**src/rtl/bcd_stopwatch.sv**
```systemverilog
// Minutes/seconds BCD stopwatch counting rising edges of a 1 Hz tick, with start/stop/pause, clear and wrap.
// Optional lap hold is enabled by defining STOPWATCH_LAP_EN.
module bcd_stopwatch #(
  parameter int MAX_MIN = 59
) (
  input  logic       clk,
  input  logic       resetSW,
  input  logic       tickIn,
  input  logic       startStop,
  input  logic       clear,
  input  logic       lapBtn,
  output logic [3:0] secOnes,
  output logic [3:0] secTens,
  output logic [3:0] minOnes,
  output logic [3:0] minTens,
  output logic       running,
  output logic       wrapPulse
);

  localparam logic [3:0] MAX_TENS = 4'(MAX_MIN / 10);
  localparam logic [3:0] MAX_ONES = 4'(MAX_MIN % 10);

  typedef enum logic [1:0] {
    ST_IDLE  = 2'd0,
    ST_RUN   = 2'd1,
    ST_PAUSE = 2'd2
  } state_t;

  state_t     state_r, state_s;
  logic       tick_prev_r, ss_prev_r;
  logic       tick_edge_s, ss_edge_s;
  logic [3:0] sec_ones_r, sec_tens_r, min_ones_r, min_tens_r;
  logic [3:0] sec_ones_s, sec_tens_s, min_ones_s, min_tens_s;
  logic       wrap_s, running_r, wrap_r;

  assign tick_edge_s = tickIn & ~tick_prev_r;
  assign ss_edge_s   = startStop & ~ss_prev_r;

  // Next state and next count: clear beats startStop, which beats the tick.
  always_comb begin
    state_s    = state_r;
    sec_ones_s = sec_ones_r;
    sec_tens_s = sec_tens_r;
    min_ones_s = min_ones_r;
    min_tens_s = min_tens_r;
    wrap_s     = 1'b0;
    if (clear) begin
      state_s    = ST_IDLE;
      sec_ones_s = 4'd0;
      sec_tens_s = 4'd0;
      min_ones_s = 4'd0;
      min_tens_s = 4'd0;
    end else if (ss_edge_s) begin
      case (state_r)
        ST_IDLE:  state_s = ST_RUN;
        ST_RUN:   state_s = ST_PAUSE;
        ST_PAUSE: state_s = ST_RUN;
        default:  state_s = ST_IDLE;
      endcase
    end else if (tick_edge_s && (state_r == ST_RUN)) begin
      if (sec_ones_r != 4'd9) begin
        sec_ones_s = sec_ones_r + 4'd1;
      end else begin
        sec_ones_s = 4'd0;
        if (sec_tens_r != 4'd5) begin
          sec_tens_s = sec_tens_r + 4'd1;
        end else begin
          sec_tens_s = 4'd0;
          if ((min_tens_r == MAX_TENS) && (min_ones_r == MAX_ONES)) begin
            min_ones_s = 4'd0;
            min_tens_s = 4'd0;
            wrap_s     = 1'b1;
          end else if (min_ones_r == 4'd9) begin
            min_ones_s = 4'd0;
            min_tens_s = min_tens_r + 4'd1;
          end else begin
            min_ones_s = min_ones_r + 4'd1;
          end
        end
      end
    end else begin
      state_s = state_r;
    end
  end

  // State, live count, edge history and status outputs.
  always_ff @(posedge clk or negedge resetSW) begin
    if (!resetSW) begin
      state_r     <= ST_IDLE;
      tick_prev_r <= 1'b0;
      ss_prev_r   <= 1'b0;
      sec_ones_r  <= 4'd0;
      sec_tens_r  <= 4'd0;
      min_ones_r  <= 4'd0;
      min_tens_r  <= 4'd0;
      running_r   <= 1'b0;
      wrap_r      <= 1'b0;
    end else begin
      state_r     <= state_s;
      tick_prev_r <= tickIn;
      ss_prev_r   <= startStop;
      sec_ones_r  <= sec_ones_s;
      sec_tens_r  <= sec_tens_s;
      min_ones_r  <= min_ones_s;
      min_tens_r  <= min_tens_s;
      running_r   <= (state_s == ST_RUN);
      wrap_r      <= wrap_s;
    end
  end

  assign running   = running_r;
  assign wrapPulse = wrap_r;

`ifdef STOPWATCH_LAP_EN
  logic       lap_prev_r, lap_hold_r, lap_hold_s, lap_edge_s;
  logic [3:0] disp_so_r, disp_st_r, disp_mo_r, disp_mt_r;

  assign lap_edge_s = lapBtn & ~lap_prev_r;

  // Lap hold toggles only on edges seen in RUN; leaving to IDLE drops it.
  always_comb begin
    lap_hold_s = lap_hold_r;
    if (clear || (state_s == ST_IDLE)) begin
      lap_hold_s = 1'b0;
    end else if (lap_edge_s && (state_r == ST_RUN)) begin
      lap_hold_s = ~lap_hold_r;
    end else begin
      lap_hold_s = lap_hold_r;
    end
  end

  // Display copy follows the live count except while a hold persists.
  always_ff @(posedge clk or negedge resetSW) begin
    if (!resetSW) begin
      lap_prev_r <= 1'b0;
      lap_hold_r <= 1'b0;
      disp_so_r  <= 4'd0;
      disp_st_r  <= 4'd0;
      disp_mo_r  <= 4'd0;
      disp_mt_r  <= 4'd0;
    end else begin
      lap_prev_r <= lapBtn;
      lap_hold_r <= lap_hold_s;
      if (!lap_hold_r || !lap_hold_s) begin
        disp_so_r <= sec_ones_s;
        disp_st_r <= sec_tens_s;
        disp_mo_r <= min_ones_s;
        disp_mt_r <= min_tens_s;
      end else begin
        disp_so_r <= disp_so_r;
        disp_st_r <= disp_st_r;
        disp_mo_r <= disp_mo_r;
        disp_mt_r <= disp_mt_r;
      end
    end
  end

  assign secOnes = disp_so_r;
  assign secTens = disp_st_r;
  assign minOnes = disp_mo_r;
  assign minTens = disp_mt_r;
`else
  logic unused_lap_s;
  assign unused_lap_s = lapBtn;
  assign secOnes = sec_ones_r;
  assign secTens = sec_tens_r;
  assign minOnes = min_ones_r;
  assign minTens = min_tens_r;
`endif

endmodule

```
**config.mk**
```make
export PLATFORM = sky130hd
export DESIGN_NAME = bcd_stopwatch
export DESIGN_NICKNAME = d
export VERILOG_FILES = /design/src/rtl/bcd_stopwatch.sv
export SDC_FILE = /design/constraint.sdc
export NUM_CORES = 1
export LEC_CHECK = 0
export CORE_ASPECT_RATIO = 0.8
export CORE_MARGIN = 5
export CORE_UTILIZATION = 50
export DETAILED_ROUTE_END_ITERATION = 8
export PLACE_DENSITY = 0.78
export SLEW_MARGIN = 10
export SYNTH_ARGS = -nofsm -noshare
export SYNTH_HDL_FRONTEND = slang
export SYNTH_SLANG_ARGS = --single-unit
```
**constraint.sdc**
```tcl
create_clock -name clk -period 2.2 [get_ports clk]
set_input_delay 0.55 -clock clk [delete_from_list [all_inputs] [get_ports clk]]
set_output_delay 0.55 -clock clk [all_outputs]
set_load 0.01 [all_outputs]
```
==> summary.txt, run 1 <==
Floorplanning
  – Row count: 15
  – Die Area: between 0.003 and 0.004 mm²
  – Core ar.: 0.00221 mm²
  – Die span in x: between 60 and 70 µm
  – IO Count: 24
  – Die height: roughly 54 µm
  – Initial core utilization: 0.536

STA
  – Slew headroom: 0.793
  – Final clock period utilization by the worst path: 0.887
  – Min Hold Slack: 0.554 ns
  – Slew @ Worst Pin: 0.309 ns
  – Fin. Hold Viols: 0
  – Fmax achieved: about 0.51 GHz
  – Max-slew violations: 0
  – Min Tclk post-route: a little under 2 ns
  – Setup violators final: 0
  – Clock Skews: 0.0204 ns
  – RSZ-0062 raised after global routing: false

Placement
  – Dpl hpwl: between 1.5 and 2 mm
  – Dpl cells: ~160
  – PortBufs: 22
  – Placer Congestion: between 0.7 and 0.8
  – Post-DP Area: 0.00145 mm²

Power
  – Combinational power share: 0.065
  – Leak: approximately 0.00065 µW
  – Power Total: approximately 780 µW
  – Switching pwr: between 150 and 200 µW
  – Clock power share: 0.400
  – Sw frac: 0.204
  – PD cells: approximately 520 mW/mm²
  – Worst vdd ir: 373 µV
  – Part of the power in registers: 0.535
  – Cell internal pwr: 617 µW

Clock network
  – CTS resizes: 0
  – CTS buffer count: 3
  – CTS max path bufs: 2
  – CTS hold repair buffers: 0
  – Number of post-CTS setup repair buffers: 0
  – Worst skew pair latency: ~0.32 ns
  – Clock sink total: 22
  – CTS tree: done
  – CTS H-Tree Depth: 1
  – Root Driver: clkbuf_4
  – Clock Pin Slew Worst Setup and Hold Paths: ~0.13 ns

Finish
  – FILL cells: 178
  – Non-Filler Instances: ~170
  – Share of cells above drive strength 1: 0.0993
  – NumNets Final: around 160
  – Ant. Diodes: 0
  – Post-route cell area: 0.00150 mm²
  – Area growth from synthesis to layout: 26.3%
  – Commonest non-fill, non-tap cells in the layout: 22 x clkdlybuf4s50_1, 22 x dfrtp_1, 11 x nor2_1

Logic synthesis
  – Sequential share of the synthesized area: 0.464
  – Mapped cell area: ~0.0012 mm²
  – Synthesized net count: 128
  – Synth warnings: 0
  – Mapped Avg Cell Area: about 10 µm²
  – Cell variety after synth: 36
  – Post-Synthesis Cells: 114
  – Synth Register Bits: 22

Critical path
  – CP Launch Type: primary input
  – Kind of critical path: in -> reg
  – Crit Path Max Fanout: 12
  – CP endpoint kind: flip-flop
  – Critical Path RT: 2.44 ns
  – CP Data Arrival Time: about 2.2 ns

Global route
  – Vias in the first global route: 933
  – Largest net degree at the start of global routing: 23
  – Global-route wire length before repair: roughly 4.4 mm
  – Initial antenna violation count: 0
  – Total track usage: 0.167
  – Grt ovf: 0

Job
  – Max-cap violation count: 0

Drt
  – Total iterations of the first detailed-routing run: 4
  – DR vias: slightly below 1000
  – Drt wl/cell: between 15 and 20 µm
  – Final WL: 2.57 mm
  – Routed Antenna Nets: 0
  – Vias/cell: ~5.9
  – DRC: 0
  – Iteration-0 DRC Markers: 48

Status
  – Outcome: finished, final reports clean

Hold path
  – Hold Path Class: in -> async
metal layers:
| layer | routed length, µm | share of wire | up-vias | global-route usage |
|---|---|---|---|---|
| met5 | 0 | 0 | - | 0 |
| met4 | 14 | 0.0054 | 0 | 0.0316 |
| met3 | 109 | 0.042 | 2 | 0.0564 |
| met2 | 1180 | 0.46 | 18 | 0.272 |
| met1 | 1270 | 0.49 | 490 | 0.221 |
| li1 | - | - | 471 | - |
worst max-delay path, cell delays in order:
cell             delay (ns)
clkdlybuf4s50_1        0.49
and4bb_4               0.28
nand4_4                0.17
or4_1                  0.54
a21oi_1                0.16
flip-flops by register name, indices dropped and copies added (netlist names):
| register | flops |
|---|---|
| minOnes | 4 |
| secOnes | 4 |
| minTens | 4 |
| tick_prev_r | 1 |
| ss_prev_r | 1 |
| secTens | 4 |
| wrapPulse | 1 |
| state_r | 2 |
| running | 1 |
power by group through the flow:
stage / sequential (µW) / clock, µW / combinational [µW]
after floorplan: 423 / 0 / 21.7
after global placement: 423 / 0 / 50.0
after detailed placement: 423 / 0 / 51.3
after CTS: 415 / 316 / 51.3
after global routing: 416 / 345 / 56.2
final: 415 / 310 / 50.4
cells in the mapped netlist, drive strengths merged:
master   instances  area [µm²]
nand3b           1        7.51
and2b            1        7.51
nand2            3        13.8
nand3            5        25.0
a31o             1        8.76
a21o             1        7.51
nand4bb          1        11.3
nor3             1        5.00
or2b             1        11.3
clkbuf           2        7.51
nor4bb           1        10.0
and4bb           1        16.3
dfrtp           22         551
and2             1        6.26
nand4            4        40.0
xor2             2        17.5
inv              5        18.8
mux2i            1        10.0
nor4             3        18.8
o311a            1        10.0
and3b            4        36.3
ha               8         100
nor2            11        41.3
or3              5        31.3
a211oi           2        15.0
and3             1        6.26
a21oi            9        45.0
buf              2        22.5
o21ai            8        40.0
or4              4        30.0
nor2b            1        6.26
xnor2            1        8.76
layout make-up:
class | count | area (µm²) | share of cell area
clock buffers | 3 | 22.5 | 0.0150
clock inverters | 1 | 30.0 | 0.0201
inverters | 5 | 18.8 | 0.0125
multi-input cells | 83 | 587 | 0.392
flip-flops and latches | 22 | 551 | 0.368
well taps | 25 | 31.3 | 0.0209
repair buffers | 27 | 258 | 0.172
final timing paths:
path / startpoint / endpoint / slack, ns / cells after the start
max reg2reg: secOnes[1]$_DFFE_PN0P_ / minTens[3]$_DFFE_PN0P_ / 0.33 / 6
max: tickIn / minTens[3]$_DFFE_PN0P_ / 0.25 / 5
min reg2reg: minTens[3]$_DFFE_PN0P_ / minTens[3]$_DFFE_PN0P_ / 0.58 / 2
max in group asynchronous: resetSW / minTens[0]$_DFFE_PN0P_ / 1.40 / 2
min: resetSW / secOnes[1]$_DFFE_PN0P_ / 0.55 / 2
min in group clk: minTens[3]$_DFFE_PN0P_ / minTens[3]$_DFFE_PN0P_ / 0.58 / 2
through the flow:
| step | worst slack, ns | utilization | setup TNS (ns) |
|---|---|---|---|
| after floorplan | 0.441 | - | 0 |
| after global placement | -0.0500 | 0.653 | -0.0850 |
| after detailed placement | -0.0917 | 0.653 | -0.241 |
| after CTS | 0.242 | 0.676 | 0 |
| after global routing | 0.198 | 0.676 | 0 |
| final | 0.249 | 0.676 | 0 |
cells by family (layout without fill, tap and decap cells):
logic type / count (synthesis) / after routing / synth area share
AND/OR/NAND/NOR: 49 / 49 / 0.273
AO/OA/AOI/OAI: 22 / 22 / 0.107
flip-flops: 22 / 22 / 0.464
buffers and inverters: 9 / 36 / 0.0411
adder cells (fa/ha/maj): 8 / 8 / 0.0844
XOR/XNOR: 3 / 3 / 0.0222
multiplexers: 1 / 1 / 0.00844
(Power assumes the default switching activity.)
==> inputs of run 2 (changes only) <==
- CAP_MARGIN: not set -> 15
- REMOVE_ABC_BUFFERS: not set -> 1
==> run 2 against run 1 <==
Flip-flop and latch count did not move. Global-route usage shrank 0.34 points. Maximum frequency increased by 2.7%. Critical path type is now reg -> out. Critical endpoint is now secOnes[1]. Largest cell class unchanged.
==> summary.txt, run 2 (same netlist as run 1, synthesis figures left out) <==
Clock network
  – CTS buffer count: 3
  – Worst skew pair latency: between 0.3 and 0.4 ns
  – Number of post-CTS setup repair buffers: 0
  – CTS H-Tree Depth: 1
  – Root Driver: clkbuf_4
  – CTS max path bufs: 2
  – Clock Pin Slew Worst Setup and Hold Paths: between 0.1 and 0.15 ns
  – CTS resizes: 0
  – CTS tree: done
  – Clock sink total: 22
  – CTS hold repair buffers: 0

Critical path
  – Critical Path RT: ~1.7 ns
  – Worst path slowest cell: clkdlybuf4s50_1
  – Worst setup path end: secOnes[1]
  – Worst Setup SP: secOnes[1]$_DFFE_PN0P_
  – Critical path cell sequence: clkdlybuf4s50_1
  – CP Buf/Inv Count: 1
  – FF-to-FF Start: secOnes[1]$_DFFE_PN0P_
  – Critical Path Max Stage Delay: between 0.5 and 0.6 ns
  – WP depth: 1
  – Worst Reg-to-Reg Cells: 7
  – Crit Path Max Fanout: 5
  – Reg2reg end: minOnes[1]$_DFFE_PN0P_
  – CP Data Arrival Time: around 1.4 ns
  – Flop2flop setup slack: 0.33 ns
  – CP Launch Type: flip-flop
  – Top delay family on crit path: buffers and inverters
  – CP endpoint kind: primary output
  – Kind of critical path: reg -> out

Drt
  – Routed Antenna Nets: 0
  – DRC: 0
  – Final WL: 2.53 mm
  – Total iterations of the first detailed-routing run: 4
  – Drt wl/cell: roughly 15 µm
  – Vias/cell: between 5 and 6
  – Iteration-0 DRC Markers: just under 50
  – DR vias: between 900 and 1000

Global route
  – Grt ovf: 0
  – Vias in the first global route: about 910
  – Total track usage: 0.164
  – Largest net degree at the start of global routing: 23
  – Initial antenna violation count: 0
  – Global-route wire length before repair: around 4.3 mm

STA
  – Fin. Hold Viols: 0
  – Clock Skews: between 0.003 and 0.004 ns
  – Min Tclk post-route: approximately 1.9 ns
  – RSZ-0062 raised after global routing: false
  – Setup TNS Final: 0 ns
  – Final setup margin: approximately 0.3 ns
  – Slew headroom: 0.813
  – Slew @ Worst Pin: 0.280 ns
  – Max-slew violations: 0
  – Fmax achieved: between 0.5 and 0.6 GHz
  – Setup violators final: 0
  – Final clock period utilization by the worst path: 0.863

Job
  – Max-cap violation count: 0

Placement
  – Dpl ws: -0.0113 ns
  – Post-DP Area: approximately 0.0015 mm²
  – Dpl hpwl: ~1.9 mm
  – PortBufs: 22
  – Dpl cells: 165
  – Placer Congestion: around 0.81

Hold path
  – Hold Path Class: in -> async

Status
  – Outcome: finished, final reports clean

Power
  – PD cells: 513 mW/mm²
  – Leak: between 0.0006 and 0.0007 µW
  – Worst vdd ir: 486 µV

Finish
  – NumNets Final: ~160
  – Commonest non-fill, non-tap cells in the layout: 22 x clkdlybuf4s50_1, 22 x dfrtp_1, 11 x nor2_1
  – Ant. Diodes: 0
  – Area growth from synthesis to layout: 28.2%
  – FILL cells: roughly 180
  – Share of cells above drive strength 1: 0.118
  – Post-route cell area: around 0.0015 mm²
  – Non-Filler Instances: 169

Floorplanning
  – IO Count: 24
  – Initial core utilization: 0.536
  – Row count: 15
  – Die height: roughly 54 µm
  – Core ar.: 0.00221 mm²
  – Die span in x: 64.5 µm
  – Die Area: about 0.0035 mm²
[run 2: per-stage QoR]
| step | utilization | total power (µW) | hold WS (ns) |
|---|---|---|---|
| finish | 0.686 | 780 | 0.561 |
| floorplan | - | 441 | 0.254 |
| global route | 0.686 | 815 | 0.564 |
| CTS | 0.686 | 787 | 0.562 |
| detailed placement | 0.663 | 477 | 0.561 |
| global placement | 0.663 | 476 | 0.555 |
[run 2: where the power goes]
| group | internal [µW] | leakage (µW) | switching (µW) |
|---|---|---|---|
| registers | 410 | 0.000301 | 4.64 |
| logic | 25.6 | 0.000331 | 28.5 |
| clock network | 184 | 0.0000279 | 127 |
[run 2: worst min-delay path by stage]
stage / start / endpoint / slack, ns / cells after the start
floorplan: resetSW / minOnes[0]$_DFFE_PN0P_ / 0.25 / 0
global placement: minTens[3]$_DFFE_PN0P_ / minTens[3]$_DFFE_PN0P_ / 0.56 / 2
detailed placement: secOnes[3]$_DFFE_PN0P_ / secOnes[3]$_DFFE_PN0P_ / 0.56 / 2
CTS: resetSW / ss_prev_r$_DFF_PN0_ / 0.56 / 2
global route: resetSW / ss_prev_r$_DFF_PN0_ / 0.56 / 2
finish: resetSW / ss_prev_r$_DFF_PN0_ / 0.56 / 2
[run 2: cell type report]
cell class | instances | area, µm² | share of cell area
Clock buffer | 3 | 22.5 | 0.0148
Clock inverter | 1 | 30.0 | 0.0198
Inverter | 5 | 18.8 | 0.0123
Multi-Input combinational cell | 83 | 587 | 0.386
Sequential cell | 22 | 551 | 0.362
Tap cell | 25 | 31.3 | 0.0206
Timing Repair Buffer | 30 | 280 | 0.184
[run 2: metal layers]
layer	vias to the layer above	GRT usage	routed length (µm)
met5	-	0	0
met4	0	0.0316	23
met3	4	0.0438	131
met2	29	0.269	1160
met1	475	0.222	1220
li1	479	-	-
==> inputs of run 3 (changes only) <==
- RECOVER_POWER: not set -> 25
==> run 3 against run 2 <==
Clock-buffer cell count stayed put. Highest routed layer unchanged. Maximum frequency unchanged. Flip-flop and latch count stayed put. Combinational power down 2%. Largest power group unchanged. Die area is the same. Non-clock buffer count unchanged. Routed wire length about the same. Sequential share of layout area is 0.090 points higher.
==> summary.txt, run 3 (same netlist as run 1, synthesis figures left out) <==
Status
  – Outcome: finished, final reports clean

Critical path
  – Worst setup path end: secOnes[1]
  – Crit Path Max Fanout: 5
  – Worst Reg-to-Reg Cells: 7
  – CP endpoint kind: primary output
  – Kind of critical path: reg -> out
  – FF-to-FF Start: secOnes[1]$_DFFE_PN0P_
  – Worst path slowest cell: clkdlybuf4s50_1
  – Top delay family on crit path: buffers and inverters
  – CP Data Arrival Time: between 1 and 1.5 ns
  – CP Launch Type: flip-flop
  – WP depth: 1
  – Critical Path RT: roughly 1.7 ns
  – Worst Setup SP: secOnes[1]$_DFFE_PN0P_
  – CP Buf/Inv Count: 1
  – Flop2flop setup slack: ~0.33 ns
  – Critical Path Max Stage Delay: between 0.5 and 0.6 ns
  – Reg2reg end: minOnes[1]$_DFFE_PN0P_
  – Critical path cell sequence: clkdlybuf4s50_1

Placement
  – Post-DP Area: around 0.0015 mm²
  – PortBufs: 22
  – Dpl hpwl: 1.90 mm
  – Placer Congestion: around 0.8
  – Dpl ws: -0.0113 ns

Power
  – Part of the power in registers: 0.532
  – Worst vdd ir: 486 µV
  – Combinational power share: 0.068
  – Switching pwr: about 160 µW
  – PD cells: between 500 and 600 mW/mm²
  – Sw frac: 0.206
  – Power Total: about 780 µW
  – Clock power share: 0.400
  – Leak: approximately 0.00066 µW
  – Cell internal pwr: slightly above 600 µW

STA
  – Clock Skews: between 0.003 and 0.004 ns
  – Max-slew violations: 0
  – Slew @ Worst Pin: 1.15 ns
  – Min Tclk post-route: approximately 1.9 ns
  – Fin. Hold Viols: 0
  – RSZ-0062 raised after global routing: false
  – Setup TNS Final: 0 ns
  – Fmax achieved: around 0.53 GHz
  – Final setup margin: approximately 0.30 ns
  – Slew headroom: 0.230
  – Setup violators final: 0
  – Final clock period utilization by the worst path: 0.863

Hold path
  – Hold Path Class: reg -> reg

Drt
  – DRC: 0
  – Total iterations of the first detailed-routing run: 4
  – Final WL: between 2 and 3 mm
  – Routed Antenna Nets: 0
  – Drt wl/cell: about 15 µm
  – DR vias: ~980
  – Iteration-0 DRC Markers: 47
  – Vias/cell: ~5.8

Clock network
  – CTS tree: done
  – Number of post-CTS setup repair buffers: 0
  – CTS H-Tree Depth: 1
  – CTS resizes: 0
  – Clock Pin Slew Worst Setup and Hold Paths: 0.12 ns
  – CTS buffer count: 3
  – Worst skew pair latency: around 0.31 ns
  – Root Driver: clkbuf_4
  – CTS max path bufs: 2
  – Clock sink total: 22
  – CTS hold repair buffers: 0

Global route
  – Global-route wire length before repair: roughly 4.3 mm
  – Grt ovf: 0
  – Vias in the first global route: roughly 910
  – Largest net degree at the start of global routing: 23
  – Initial antenna violation count: 0
  – Total track usage: 0.164

Finish
  – Share of cells above drive strength 1: 0.111
  – NumNets Final: 159
  – Post-route cell area: 0.00152 mm²
  – Final core occ: 0.685
  – Reg area: ~550 µm²
  – Commonest non-fill, non-tap cells in the layout: 22 x dfrtp_1, 21 x clkdlybuf4s50_1, 11 x nor2_1
  – Area growth from synthesis to layout: 27.8%
  – FILL cells: 180
  – Commonest non-fill, non-tap cell in the layout: dfrtp_1
  – Ant. Diodes: 0
  – Multi-input gate area: a little under 600 µm²

Floorplanning
  – Row count: 15
  – Core ar.: between 0.002 and 0.0025 mm²
  – Initial core utilization: 0.536
  – IO Count: 24
  – Die height: roughly 54 µm
  – Die span in x: about 64 µm
  – Die Area: ~0.0035 mm²

Job
  – Max-cap violation count: 0
-- run 3: how the worst min path moves through the flow --
stage	startpoint	end	cells past startpoint	slack [ns]
floorplan	resetSW	minOnes[0]$_DFFE_PN0P_	0	0.25
global placement	minTens[3]$_DFFE_PN0P_	minTens[3]$_DFFE_PN0P_	2	0.56
detailed placement	secOnes[3]$_DFFE_PN0P_	secOnes[3]$_DFFE_PN0P_	2	0.56
CTS	resetSW	ss_prev_r$_DFF_PN0_	2	0.56
global route	secOnes[3]$_DFFE_PN0P_	secOnes[3]$_DFFE_PN0P_	2	0.62
finish	secOnes[3]$_DFFE_PN0P_	secOnes[3]$_DFFE_PN0P_	2	0.58
-- run 3: stage by stage --
stage / cells / hold WS [ns]
floorplan: 110 / 0.254
global placement: 165 / 0.555
detailed placement: 165 / 0.561
CTS: 169 / 0.562
global route: 169 / 0.617
finish: 169 / 0.577
-- run 3: per-layer routing --
layer | share of wire | global-route usage | up-vias
met1 | 0.48 | 0.222 | 471
li1 | - | - | 479
met3 | 0.052 | 0.0438 | 4
met4 | 0.0091 | 0.0316 | 0
met5 | 0 | 0 | -
met2 | 0.46 | 0.269 | 29
-- run 3: worst reg2reg max path, delay by kind of cell, from the launching register on --
family                     cells  cell delay (ns)
buffers and inverters          2             0.28
AOI/OAI and AO/OA              1             0.09
DFF                            1             0.46
adders and majority gates      1             0.13
and+or+nand+nor                3             0.85
-- run 3: final cells by class --
class / instances / share of cell area
multi-input combinational: 83 / 0.387
clock buffer: 3 / 0.0149
tap: 25 / 0.0206
clock inverter: 1 / 0.0198
timing repair buffer: 30 / 0.182
inverter: 5 / 0.0124
sequential: 22 / 0.363
-- run 3: power groups by stage --
stage          Clock, µW  Sequential, µW  Combinational (µW)
6_report             311             415                52.9
3_3_place_gp           0             422                53.7
5_1_grt              339             416                59.0
3_5_place_dp           0             423                54.8
2_1_floorplan          0             423                17.8
4_1_cts              317             415                54.9
